### src/rtl/sd_pkg.sv
`default_nettype none
// ============================================================================
// Module   : sd_pkg
// Purpose  : Shared types and constants for the SD command-line engine:
//            FSM state encoding, response-type encodings, frame lengths,
//            the CRC7 generator polynomial and a single-bit CRC7 step.
// Revision : 1.0 - initial release
// ============================================================================
package sd_pkg;

  // Engine sequencing states
  typedef enum logic [2:0] {
    ST_IDLE = 3'd0,
    ST_SEND = 3'd1,
    ST_WAIT = 3'd2,
    ST_RECV = 3'd3,
    ST_GAP  = 3'd4,
    ST_DONE = 3'd5
  } sd_state_e;

  // Response type field as driven by the register file
  typedef enum logic [1:0] {
    RESP_NONE      = 2'd0,  // no response expected
    RESP_R48       = 2'd1,  // 48-bit, CRC7 checked
    RESP_R136      = 2'd2,  // 136-bit (R2)
    RESP_R48_NOCRC = 2'd3   // 48-bit, CRC field ignored (R3)
  } sd_resp_e;

  localparam int CMD_BITS = 48;
  localparam int R_SHORT  = 48;
  localparam int R_LONG   = 136;

  // x^7 + x^3 + 1, the x^7 term being implicit in the shift
  localparam logic [6:0] CRC7_POLY = 7'h09;

  // One serial CRC7 update, MSB-first data
  function automatic logic [6:0] crc7_step(input logic [6:0] crc, input logic din);
    logic fb;
    fb        = din ^ crc[6];
    crc7_step = {crc[5:0], 1'b0} ^ (fb ? CRC7_POLY : 7'h00);
  endfunction

endpackage
`default_nettype wire

### src/rtl/sd_crc7.sv
`default_nettype none
// ============================================================================
// Module   : sd_crc7
// Purpose  : Serial CRC7 accumulator (x^7+x^3+1, init 0), one bit per
//            enabled cycle, MSB-first.
// Ports    : clk, rst   - clock, synchronous active-high reset
//            clr_i      - clear accumulator to 0 (wins over en_i)
//            en_i       - accumulate din_i this cycle
//            din_i      - serial data bit
//            crc_o      - current CRC7 remainder
// Revision : 1.0 - initial release
// ============================================================================
module sd_crc7
  import sd_pkg::*;
(
  input  logic       clk,
  input  logic       rst,
  input  logic       clr_i,
  input  logic       en_i,
  input  logic       din_i,
  output logic [6:0] crc_o
);

  logic [6:0] crc_q;

  always_ff @(posedge clk) begin
    if (rst || clr_i) begin
      crc_q <= 7'h00;
    end else if (en_i) begin
      crc_q <= crc7_step(crc_q, din_i);
    end
  end

  assign crc_o = crc_q;

endmodule
`default_nettype wire

### src/rtl/sd_cmd_engine.sv
`default_nettype none
// ============================================================================
// Module   : sd_cmd_engine
// Purpose  : SD-bus CMD line engine. Generates sd_clk from clk with a
//            programmable divider, serialises 48-bit commands with CRC7 and
//            captures none / 48-bit / 136-bit responses with start-bit
//            timeout and CRC7 checking.
// Ports    : clk, rst                 - system clock, sync active-high reset
//            div_i                    - sd_clk half period = div_i+1 clk cycles
//            cmd_start_i              - one-cycle request, taken when idle
//            cmd_index_i, cmd_arg_i   - command index and argument
//            resp_type_i              - 0 none, 1 R48+CRC, 2 R136, 3 R48 no CRC
//            busy_o, done_o           - command in progress / completion pulse
//            resp_o                   - captured response (right-aligned)
//            err_timeout_o, err_crc_o - response errors, valid with done_o
//            sd_clk_o                 - SD clock
//            sd_cmd_out_o, sd_cmd_oe_o, sd_cmd_in_i - CMD pad signals
// Revision : 1.0 - initial release
// ============================================================================
module sd_cmd_engine
  import sd_pkg::*;
#(
  parameter int DIV_W        = 8,
  parameter int RESP_TIMEOUT = 64,  // must be >= 1
  parameter int NCC          = 8    // must be >= 1
) (
  input  logic             clk,
  input  logic             rst,
  input  logic [DIV_W-1:0] div_i,
  input  logic             cmd_start_i,
  input  logic [5:0]       cmd_index_i,
  input  logic [31:0]      cmd_arg_i,
  input  logic [1:0]       resp_type_i,
  output logic             busy_o,
  output logic             done_o,
  output logic [127:0]     resp_o,
  output logic             err_timeout_o,
  output logic             err_crc_o,
  output logic             sd_clk_o,
  output logic             sd_cmd_out_o,
  output logic             sd_cmd_oe_o,
  input  logic             sd_cmd_in_i
);

  localparam int TO_W  = $clog2(RESP_TIMEOUT + 1);
  localparam int GAP_W = $clog2(NCC + 1);

  // --------------------------------------------------------------------------
  // Registers
  // --------------------------------------------------------------------------
  sd_state_e        state_q;
  logic             busy_q;
  logic             done_q;
  logic [127:0]     resp_q;
  logic             err_timeout_q;
  logic             err_crc_q;
  logic             cmd_out_q;
  logic             cmd_oe_q;
  logic [DIV_W-1:0] div_q;        // divider value latched at accept
  sd_resp_e         resp_type_q;
  logic [39:0]      tx_sh_q;      // start, dir, index, arg - shifted MSB-first
  logic [7:0]       bit_cnt_q;    // TX bits sent or RX bits received
  logic [TO_W-1:0]  to_cnt_q;
  logic [GAP_W-1:0] gap_cnt_q;
  logic [126:0]     rx_sh_q;      // response shift register (oldest bits drop off)

  logic [DIV_W-1:0] div_cnt_q;
  logic             sd_clk_q;

  // --------------------------------------------------------------------------
  // Clock divider and edge strobes
  // --------------------------------------------------------------------------
  logic [DIV_W-1:0] div_sel;
  logic             div_tick;
  logic             fall_stb;
  logic             rise_stb;

  // Only IDLE follows the live divider; a command runs at its latched rate.
  assign div_sel  = (state_q == ST_IDLE) ? div_i : div_q;
  assign div_tick = (div_cnt_q == '0);
  assign fall_stb = div_tick &  sd_clk_q;
  assign rise_stb = div_tick & ~sd_clk_q;

  always_ff @(posedge clk) begin
    if (rst) begin
      div_cnt_q <= '0;
      sd_clk_q  <= 1'b0;
    end else if (div_tick) begin
      div_cnt_q <= div_sel;
      sd_clk_q  <= ~sd_clk_q;
    end else begin
      div_cnt_q <= div_cnt_q - 1'b1;
    end
  end

  // --------------------------------------------------------------------------
  // Accept and CRC generators
  // --------------------------------------------------------------------------
  logic       accept;
  logic       tx_crc_en;
  logic       rx_crc_en;
  logic [6:0] tx_crc;
  logic [6:0] rx_crc;

  assign accept = (state_q == ST_IDLE) && cmd_start_i && !busy_q;

  // TX CRC covers the first 40 frame bits as they leave the shift register.
  assign tx_crc_en = (state_q == ST_SEND) && fall_stb && (bit_cnt_q < 8'd40);

  // RX CRC covers received bits 1..40: the start bit seen in WAIT, then
  // RECV bits while fewer than 40 have been counted.
  assign rx_crc_en = rise_stb &&
                     (((state_q == ST_WAIT) && !sd_cmd_in_i) ||
                      ((state_q == ST_RECV) && (bit_cnt_q < 8'd40)));

  sd_crc7 u_crc_tx (
    .clk   (clk),
    .rst   (rst),
    .clr_i (accept),
    .en_i  (tx_crc_en),
    .din_i (tx_sh_q[39]),
    .crc_o (tx_crc)
  );

  sd_crc7 u_crc_rx (
    .clk   (clk),
    .rst   (rst),
    .clr_i (accept),
    .en_i  (rx_crc_en),
    .din_i (sd_cmd_in_i),
    .crc_o (rx_crc)
  );

  // --------------------------------------------------------------------------
  // TX bit selection: payload, then CRC7 MSB-first, then end bit.
  // Bits 40..46 have low three count bits 0..6, giving the CRC index directly.
  // --------------------------------------------------------------------------
  logic       tx_bit;
  logic [2:0] crc_idx;

  assign crc_idx = 3'd6 - bit_cnt_q[2:0];

  always_comb begin
    tx_bit = 1'b1;
    if (bit_cnt_q < 8'd40) begin
      tx_bit = tx_sh_q[39];
    end else if (bit_cnt_q < 8'd47) begin
      tx_bit = tx_crc[crc_idx];
    end
  end

  // --------------------------------------------------------------------------
  // RX helpers
  // --------------------------------------------------------------------------
  logic [127:0] rx_next;
  logic [7:0]   rx_last;

  assign rx_next = {rx_sh_q, sd_cmd_in_i};
  assign rx_last = (resp_type_q == RESP_R136) ? 8'(R_LONG - 1) : 8'(R_SHORT - 1);

  // --------------------------------------------------------------------------
  // Sequencer
  // --------------------------------------------------------------------------
  always_ff @(posedge clk) begin
    if (rst) begin
      state_q       <= ST_IDLE;
      busy_q        <= 1'b0;
      done_q        <= 1'b0;
      resp_q        <= '0;
      err_timeout_q <= 1'b0;
      err_crc_q     <= 1'b0;
      cmd_out_q     <= 1'b1;
      cmd_oe_q      <= 1'b0;
      div_q         <= '0;
      resp_type_q   <= RESP_NONE;
      tx_sh_q       <= '0;
      bit_cnt_q     <= '0;
      to_cnt_q      <= '0;
      gap_cnt_q     <= '0;
      rx_sh_q       <= '0;
    end else begin
      done_q <= 1'b0;
      case (state_q)
        ST_IDLE: begin
          if (accept) begin
            div_q         <= div_i;
            resp_type_q   <= sd_resp_e'(resp_type_i);
            tx_sh_q       <= {1'b0, 1'b1, cmd_index_i, cmd_arg_i};
            bit_cnt_q     <= '0;
            rx_sh_q       <= '0;
            err_timeout_q <= 1'b0;
            err_crc_q     <= 1'b0;
            busy_q        <= 1'b1;
            state_q       <= ST_SEND;
          end
        end

        ST_SEND: begin
          if (fall_stb) begin
            if (bit_cnt_q == 8'(CMD_BITS)) begin
              // End bit has had its full period; release the line.
              cmd_oe_q  <= 1'b0;
              cmd_out_q <= 1'b1;
              bit_cnt_q <= '0;
              to_cnt_q  <= '0;
              gap_cnt_q <= '0;
              state_q   <= (resp_type_q == RESP_NONE) ? ST_GAP : ST_WAIT;
            end else begin
              cmd_oe_q  <= 1'b1;
              cmd_out_q <= tx_bit;
              tx_sh_q   <= {tx_sh_q[38:0], 1'b0};
              bit_cnt_q <= bit_cnt_q + 8'd1;
            end
          end
        end

        ST_WAIT: begin
          if (rise_stb) begin
            if (!sd_cmd_in_i) begin
              rx_sh_q   <= rx_next[126:0];
              bit_cnt_q <= 8'd1;
              state_q   <= ST_RECV;
            end else if (to_cnt_q == TO_W'(RESP_TIMEOUT - 1)) begin
              err_timeout_q <= 1'b1;
              gap_cnt_q     <= '0;
              state_q       <= ST_GAP;
            end else begin
              to_cnt_q <= to_cnt_q + 1'b1;
            end
          end
        end

        ST_RECV: begin
          if (rise_stb) begin
            rx_sh_q   <= rx_next[126:0];
            bit_cnt_q <= bit_cnt_q + 8'd1;
            if (bit_cnt_q == rx_last) begin
              // rx_next holds the whole frame (48-bit) or its last 128 bits.
              resp_q <= rx_next;
              if ((resp_type_q == RESP_R48) && (rx_next[7:1] != rx_crc)) begin
                err_crc_q <= 1'b1;
              end
              gap_cnt_q <= '0;
              state_q   <= ST_GAP;
            end
          end
        end

        ST_GAP: begin
          if (fall_stb) begin
            if (gap_cnt_q == GAP_W'(NCC - 1)) begin
              state_q <= ST_DONE;
            end else begin
              gap_cnt_q <= gap_cnt_q + 1'b1;
            end
          end
        end

        ST_DONE: begin
          done_q  <= 1'b1;
          busy_q  <= 1'b0;
          state_q <= ST_IDLE;
        end

        default: state_q <= ST_IDLE;
      endcase
    end
  end

  // --------------------------------------------------------------------------
  // Outputs
  // --------------------------------------------------------------------------
  assign busy_o        = busy_q;
  assign done_o        = done_q;
  assign resp_o        = resp_q;
  assign err_timeout_o = err_timeout_q;
  assign err_crc_o     = err_crc_q;
  assign sd_clk_o      = sd_clk_q;
  assign sd_cmd_out_o  = cmd_out_q;
  assign sd_cmd_oe_o   = cmd_oe_q;

endmodule
`default_nettype wire

### config.mk
export PLATFORM = sky130hd
export DESIGN_NAME = sd_cmd_engine
export DESIGN_NICKNAME = d
export VERILOG_FILES = /design/src/rtl/sd_pkg.sv /design/src/rtl/sd_crc7.sv /design/src/rtl/sd_cmd_engine.sv
export SDC_FILE = /design/constraint.sdc
export NUM_CORES = 1
export LEC_CHECK = 0
export CORE_MARGIN = 1
export CORE_UTILIZATION = 55
export CTS_CLUSTER_DIAMETER = 80
export DETAILED_ROUTE_END_ITERATION = 6
export GPL_TIMING_DRIVEN = 0
export PLACE_DENSITY_LB_ADDON = 0.2
export SLEW_MARGIN = 20
export SYNTH_ARGS = -nofsm -noshare
export SYNTH_HDL_FRONTEND = slang
export SYNTH_SLANG_ARGS = --single-unit
### constraint.sdc
create_clock -name clk -period 3.1 [get_ports clk]
set_input_delay 0.62 -clock clk [delete_from_list [all_inputs] [get_ports clk]]
set_output_delay 0.62 -clock clk [all_outputs]
set_load 0.1 [all_outputs]
==> results of run 1 <==
## stage by stage
step	setup slack, ns	TNS (ns)	util [%]	cells	area [µm²]
finish	0.197	0	70.6	2343	18000
detailed placement	-0.166	-9.08	65.5	2279	16700
floorplan	0.542	0	-	1763	14400
global placement	-0.109	-5.75	65.5	2279	16700
global route	0.0320	0	70.6	2343	18000
CTS	0.0566	0	70.5	2343	18000
## worst max-delay path, stage by stage, from the launching register on
cell	delay, ns
dfxtp_1	0.33
inv_1	0.08
ha_1	0.19
nor3b_1	0.70
nand2_1	0.45
o22ai_2	0.55
and3_1	0.35
a41o_1	0.20
## report_power, final
group	internal, mW	leakage, nW	switching, mW
logic	1.33	2.47	2.32
clock network	2.76	0.640	1.84
registers	4.84	2.88	0.187
## worst max path at each step
stage	from	endpoint	slack (ns)	depth (start not counted)
2_1_floorplan	sd_clk_o	to_cnt_q[5]	0.54	7
3_5_place_dp	cmd_start_i	rx_sh_q[81]	-0.17	9
3_3_place_gp	cmd_start_i	rx_sh_q[100]	-0.11	9
4_1_cts	state_q[0]	tx_sh_q[14]	0.06	7
6_report	div_cnt_q[0]	bit_cnt_q[2]	0.20	7
5_1_grt	div_cnt_q[0]	resp_o[26]	0.03	9
## sequential cells by signal, summed over array words and instances (netlist names), 2 cells and up
register,cells
bit_cnt_q,8
resp_o,128
state_q,3
u_crc_rx.crc_o,7
resp_type_q,2
tx_sh_q,40
div_cnt_q,8
to_cnt_q,7
u_crc_tx.crc_o,7
div_q,8
rx_sh_q,127
gap_cnt_q,4
## what timing repair did
action / 4_1_cts / 5_1_grt
endpoints found under the setup margin: 0 / 77
endpoints found under the hold margin: 0 / 0
resized for setup: 0 / 3
## synth_stat cells, drive strengths merged, types with 3 or more instances
cell type,number
nor3,12
xnor2,9
nor2b,7
mux2i,13
nand4,11
ha,6
nor4b,3
inv,9
o21ai,24
a31oi,5
a32o,4
and2,6
a311o,3
o21a,3
or4,6
nand2b,137
nand2,383
a311oi,39
mux2,4
a21oi,293
xor2,8
o31ai,3
dfxtp,356
nor3b,6
buf,45
and3,3
nor4,5
nand3,142
a211oi,15
nor2,70
clkbuf,99
or3b,4
## final cells by class
| type | count | area [µm²] | share of cell area (%) |
|---|---|---|---|
| buffer | 144 | 669 | 3.72 |
| clock buffer | 51 | 1110 | 6.18 |
| clock inverter | 13 | 166 | 0.926 |
| inverter | 9 | 33.8 | 0.188 |
| multi-input combinational | 1254 | 6590 | 36.7 |
| sequential | 356 | 7130 | 39.7 |
| tap | 330 | 413 | 2.30 |
| timing repair buffer | 186 | 1860 | 10.4 |
## metal layers
| layer | track usage, % | vias up |
|---|---|---|
| met5 | 0 | - |
| li1 | - | 6475 |
| met1 | 34.8 | 6279 |
| met4 | 10.1 | 0 |
| met2 | 45.2 | 386 |
| met3 | 4.72 | 86 |
## cell families (layout without fill, tap and decap cells)
logic type | Yosys count | in the layout | synth area share [%]
and+or+nand+nor | 805 | 805 | 26.3
muxes | 17 | 17 | 1.22
buffers and inverters | 153 | 403 | 4.87
xor gates and xnor gates | 17 | 17 | 1.03
AOI/OAI and AO/OA | 409 | 409 | 16.7
DFF | 356 | 356 | 49.4
adders and majority gates | 6 | 6 | 0.521
==> impl_metrics.env, run 1 <==
export IMPL_leakagePower_nw=5.99
export IMPL_relSlewSlack_pct=29.0
export IMPL_postSynth_asyncResetShare_pct=0
export IMPL_yosys_most_used_dff="dfxtp_1"
export IMPL_syn_area_um2=14400
export IMPL_drive_gt1_share_pct=6.21
export IMPL_rsz0062_at_grt="no"
export IMPL_setup_viol=0
export IMPL_fmax_mhz=344
export IMPL_hpwl_um=25300
export IMPL_n_fill_cell=2069
export IMPL_status="finished, final reports clean"
export IMPL_clk_path_buf_depth=3
export IMPL_vias_per_cell=5.64
export IMPL_p_total_mw=13.3
export IMPL_synth_cell_types=64
export IMPL_hold_start="err_timeout_o"
export IMPL_hold_depth=2
export IMPL_hold_class="register to register"
export IMPL_worstMarginPinSlew_ns=1.06
export IMPL_htreeDepth=2
export IMPL_critPathArrivalTime_ns=3.38
export IMPL_synthDominantCellAreaShare_pct=49.4
export IMPL_top_layer_used="met4"
export IMPL_reg2reg_to="bit_cnt_q[2]"
export IMPL_ys_seq_area_share_pct=49.4
export IMPL_synth_top_area_cell="dfxtp_1"
export IMPL_area_growth_pct=24.7
export IMPL_clock_sinks=356
export IMPL_cts_hold_buf=0
export IMPL_drc=0
export IMPL_grt_start_max_net_pins=15
export IMPL_post_route_min_period_ns=2.90
export IMPL_p_per_area_nw_per_um2=739
export IMPL_reg2reg_depth=7
export IMPL_io_buffers=186
export IMPL_antenna_diode_count=0
export IMPL_worstReg2RegStart="div_cnt_q[0]"
export IMPL_required_ns=3.58
export IMPL_rows=58
export IMPL_drt_iter0_drc=1100
export IMPL_clock_skew_ns=0.0284
export IMPL_peakVddDrop_mv=0.945
export IMPL_endpoint_kind="register"
export IMPL_first_pass_iters=5
export IMPL_critPathMaxFanout=9
export IMPL_start_kind="register"
export IMPL_chipHeight_um=164
export IMPL_gp_congestion=0.943
export IMPL_path_clk_slew_ns=0.06
export IMPL_insertion_delay_ns=0.54
export IMPL_grt_pass1_vias=12400
export IMPL_whs_ns=0.448
export IMPL_syn_inst=1763
export IMPL_root_buffer="clkbuf_16"
export IMPL_slew_viol_final=0
export IMPL_finalHoldViolCount=0
export IMPL_core_area_um2=25500
export IMPL_cts_setup_buffers=0
export IMPL_numCtsBuffers=37
export IMPL_io_pins=187
export IMPL_grt_pass1_wl_um=59400
export IMPL_finalCritPeriodShare_pct=93.7
export IMPL_initial_utilization_pct=56.6
export IMPL_synth_edf_count=0
export IMPL_synth_yosys_warnings=0
export IMPL_routed_wl_met2_um=17200
export IMPL_die_w_um=164
export IMPL_wl_met3_um=2310
export IMPL_layout_commonest_cell="nand2_1"
export IMPL_grt_use_total_pct=27.0
export IMPL_syn_avg_cell_area_um2=8.18
export IMPL_die_area_um2=26900
export IMPL_routed_wl_um=37100
export IMPL_overflow=0
export IMPL_nets=2046
export IMPL_cap_viol_max_count=0
export IMPL_route_vias_total=13200
export IMPL_synth_area_leaders="dfxtp_1 (49%), a21oi_1 (10%), nand2_1 (10%)"
export IMPL_antenna_left=0
export IMPL_antenna_found_initial=0
export IMPL_min_to="err_timeout_o"
export IMPL_cts_tree="done"
export IMPL_crit_type="register to register"
export IMPL_synth_nets=1821
export IMPL_yosys_register_bits=356
export IMPL_r2r_slack_ns=0.20
export IMPL_wl_per_cell_um=15.8
export IMPL_wl_met1_um=16400
export IMPL_final_cell_mix="nand2_1 (383), dfxtp_1 (356), a21oi_1 (293), clkdlybuf4s50_1 (186), nand3_1 (142)"
(Power assumes the default switching activity.)
==> run 2: changes to the inputs <==
--- a/config.mk
+++ b/config.mk
@@ -5,6 +5,7 @@
 export SDC_FILE = /design/constraint.sdc
 export NUM_CORES = 1
 export LEC_CHECK = 0
+export CAP_MARGIN = 20
 export CORE_MARGIN = 1
 export CORE_UTILIZATION = 55
 export CTS_CLUSTER_DIAMETER = 80
==> results of run 2 <==
The final DEF is identical to that of run 1; final timing and power are the same.
==> run 3: changes to the inputs <==
--- a/config.mk
+++ b/config.mk
@@ -7,11 +7,12 @@
 export LEC_CHECK = 0
 export CAP_MARGIN = 20
 export CORE_MARGIN = 1
-export CORE_UTILIZATION = 55
+export CORE_UTILIZATION = 25
 export CTS_CLUSTER_DIAMETER = 80
 export DETAILED_ROUTE_END_ITERATION = 6
 export GPL_TIMING_DRIVEN = 0
 export PLACE_DENSITY_LB_ADDON = 0.2
+export SETUP_SLACK_MARGIN = 0.1
 export SLEW_MARGIN = 20
 export SYNTH_ARGS = -nofsm -noshare
 export SYNTH_HDL_FRONTEND = slang
==> run 3 against run 2 <==
Routed wire length increased by 17%. First-iteration DRC count down 44%. Non-clock buffer count down 1. Sequential share of layout area decreased by 1.4 points. Final cell count increased by 19%. Maximum frequency increased by 3.1%. Power rose by 3.1%. Largest power group unchanged.
==> impl_metrics.env, run 3 (synthesis gave the netlist of run 1 again) <==
export IMPL_hpwl_um=30500
export IMPL_htreeDepth=2
export IMPL_clock_skew_ns=0.0577
export IMPL_cp_top_family="buffers and inverters"
export IMPL_gp_congestion=0.804
export IMPL_critPathArrivalTime_ns=2.20
export IMPL_crit_type="register to output pin"
export IMPL_io_pins=187
export IMPL_setup_viol=0
export IMPL_die_area_um2=58600
export IMPL_io_buffers=186
export IMPL_area_growth_pct=29.4
export IMPL_endpoint_kind="output pin"
export IMPL_antenna_found_initial=0
export IMPL_rsz0062_at_grt="no"
export IMPL_grt_start_max_net_pins=14
export IMPL_numCtsBuffers=42
export IMPL_p_total_mw=13.7
export IMPL_drt_iter0_drc=621
export IMPL_final_cells=2781
export IMPL_first_pass_iters=5
export IMPL_hold_class="register to register"
export IMPL_grt_use_total_pct=14.5
export IMPL_path_cells="clkdlybuf4s50_1"
export IMPL_cp_slowest_cell="clkdlybuf4s50_1"
export IMPL_p_per_area_nw_per_um2=734
export IMPL_cap_viol_max_count=0
export IMPL_die_w_um=242
export IMPL_chipHeight_um=242
export IMPL_n_fill_cell=5965
export IMPL_peakVddDrop_mv=0.377
export IMPL_design_area_um2=18600
export IMPL_start_kind="register"
export IMPL_finalCritPeriodShare_pct=90.9
export IMPL_vias_per_cell=4.65
export IMPL_fin_tns_setup_ns=0
export IMPL_core_area_um2=56700
export IMPL_leakagePower_nw=6.04
export IMPL_wl_per_cell_um=15.6
export IMPL_overflow=0
export IMPL_drc=0
export IMPL_largest_reg_flops=128
export IMPL_slowest_delay_ns=1.20
export IMPL_critPathMaxFanout=6
export IMPL_route_vias_total=12900
export IMPL_status="finished, final reports clean"
export IMPL_rows=87
export IMPL_routed_wl_um=43300
export IMPL_hold_start="resp_o[34]"
export IMPL_worstReg2RegStart="div_cnt_q[0]"
export IMPL_drive_gt1_share_pct=6.67
export IMPL_grt_pass1_wl_um=69200
export IMPL_clk_path_buf_depth=3
export IMPL_cp_num_buf_inv=1
export IMPL_relSlewSlack_pct=26.2
export IMPL_final_cell_mix="nand2_1 (383), dfxtp_1 (356), a21oi_1 (293), clkdlybuf4s50_1 (186), nand3_1 (142)"
export IMPL_required_ns=2.48
export IMPL_antenna_left=0
export IMPL_finalHoldViolCount=0
export IMPL_grt_pass1_vias=12900
export IMPL_insertion_delay_ns=0.60
export IMPL_nets=2050
export IMPL_slew_viol_final=0
export IMPL_startpoint="busy_o"
export IMPL_post_route_min_period_ns=2.82
export IMPL_cts_tree="done"
export IMPL_root_buffer="clkbuf_16"
export IMPL_place_inst=2705
export IMPL_worstMarginPinSlew_ns=1.10
export IMPL_fmax_mhz=355
export IMPL_initial_utilization_pct=25.4
export IMPL_clock_sinks=356
export IMPL_layout_commonest_cell="nand2_1"
export IMPL_dpl_cell_area_um2=17200
export IMPL_path_clk_slew_ns=0.06
run 3: per-layer routing:
metal	GRT usage (%)	part of all wire [%]
met5	0	0
met3	3.82	6.1
met2	23.4	45
met4	4.65	2.1
met1	18.7	47
run 3: power breakdown:
group	switching, mW	total [mW]	leakage, nW	internal (mW)
sequential	0.190	5.03	2.88	4.84
combinational	2.39	3.73	2.48	1.34
clock	2.07	4.93	0.687	2.85
run 3: worst paths after layout:
| check | slack (ns) | depth (start not counted) | end |
|---|---|---|---|
| worst max-delay path | 0.28 | 1 | busy_o |
| worst min-delay path | 0.45 | 2 | resp_o[34] |
| worst max register to register | 0.36 | 9 | resp_o[12] |
| worst min register to register | 0.45 | 2 | resp_o[34] |
run 3: repair_timing:
action / 4_1_cts / 5_1_grt
hold buffers: 0 / 0
buffers inserted: 0 / 0
setup endpoints to repair: 80 / 149
gates resized for setup: 2 / 9
run 3: cell type report:
class	count	area, µm²	area share, %
antenna	1	2.50	0.0134
inverter	9	33.8	0.181
tap	756	946	5.07
multi-input combinational	1254	6610	35.4
sequential	356	7130	38.2
clock buffer	60	1220	6.54
buffer	143	671	3.60
timing repair buffer	186	1860	9.98
clock inverter	16	180	0.966
run 3: stage by stage:
step	hold WS, ns	util (%)	setup slack (ns)
after floorplan	0.431	-	0.542
after global placement	0.440	30.4	-0.240
after detailed placement	0.444	30.4	-0.272
after CTS	0.442	32.8	0.164
after global routing	0.462	32.9	0.114
final	0.448	32.9	0.283
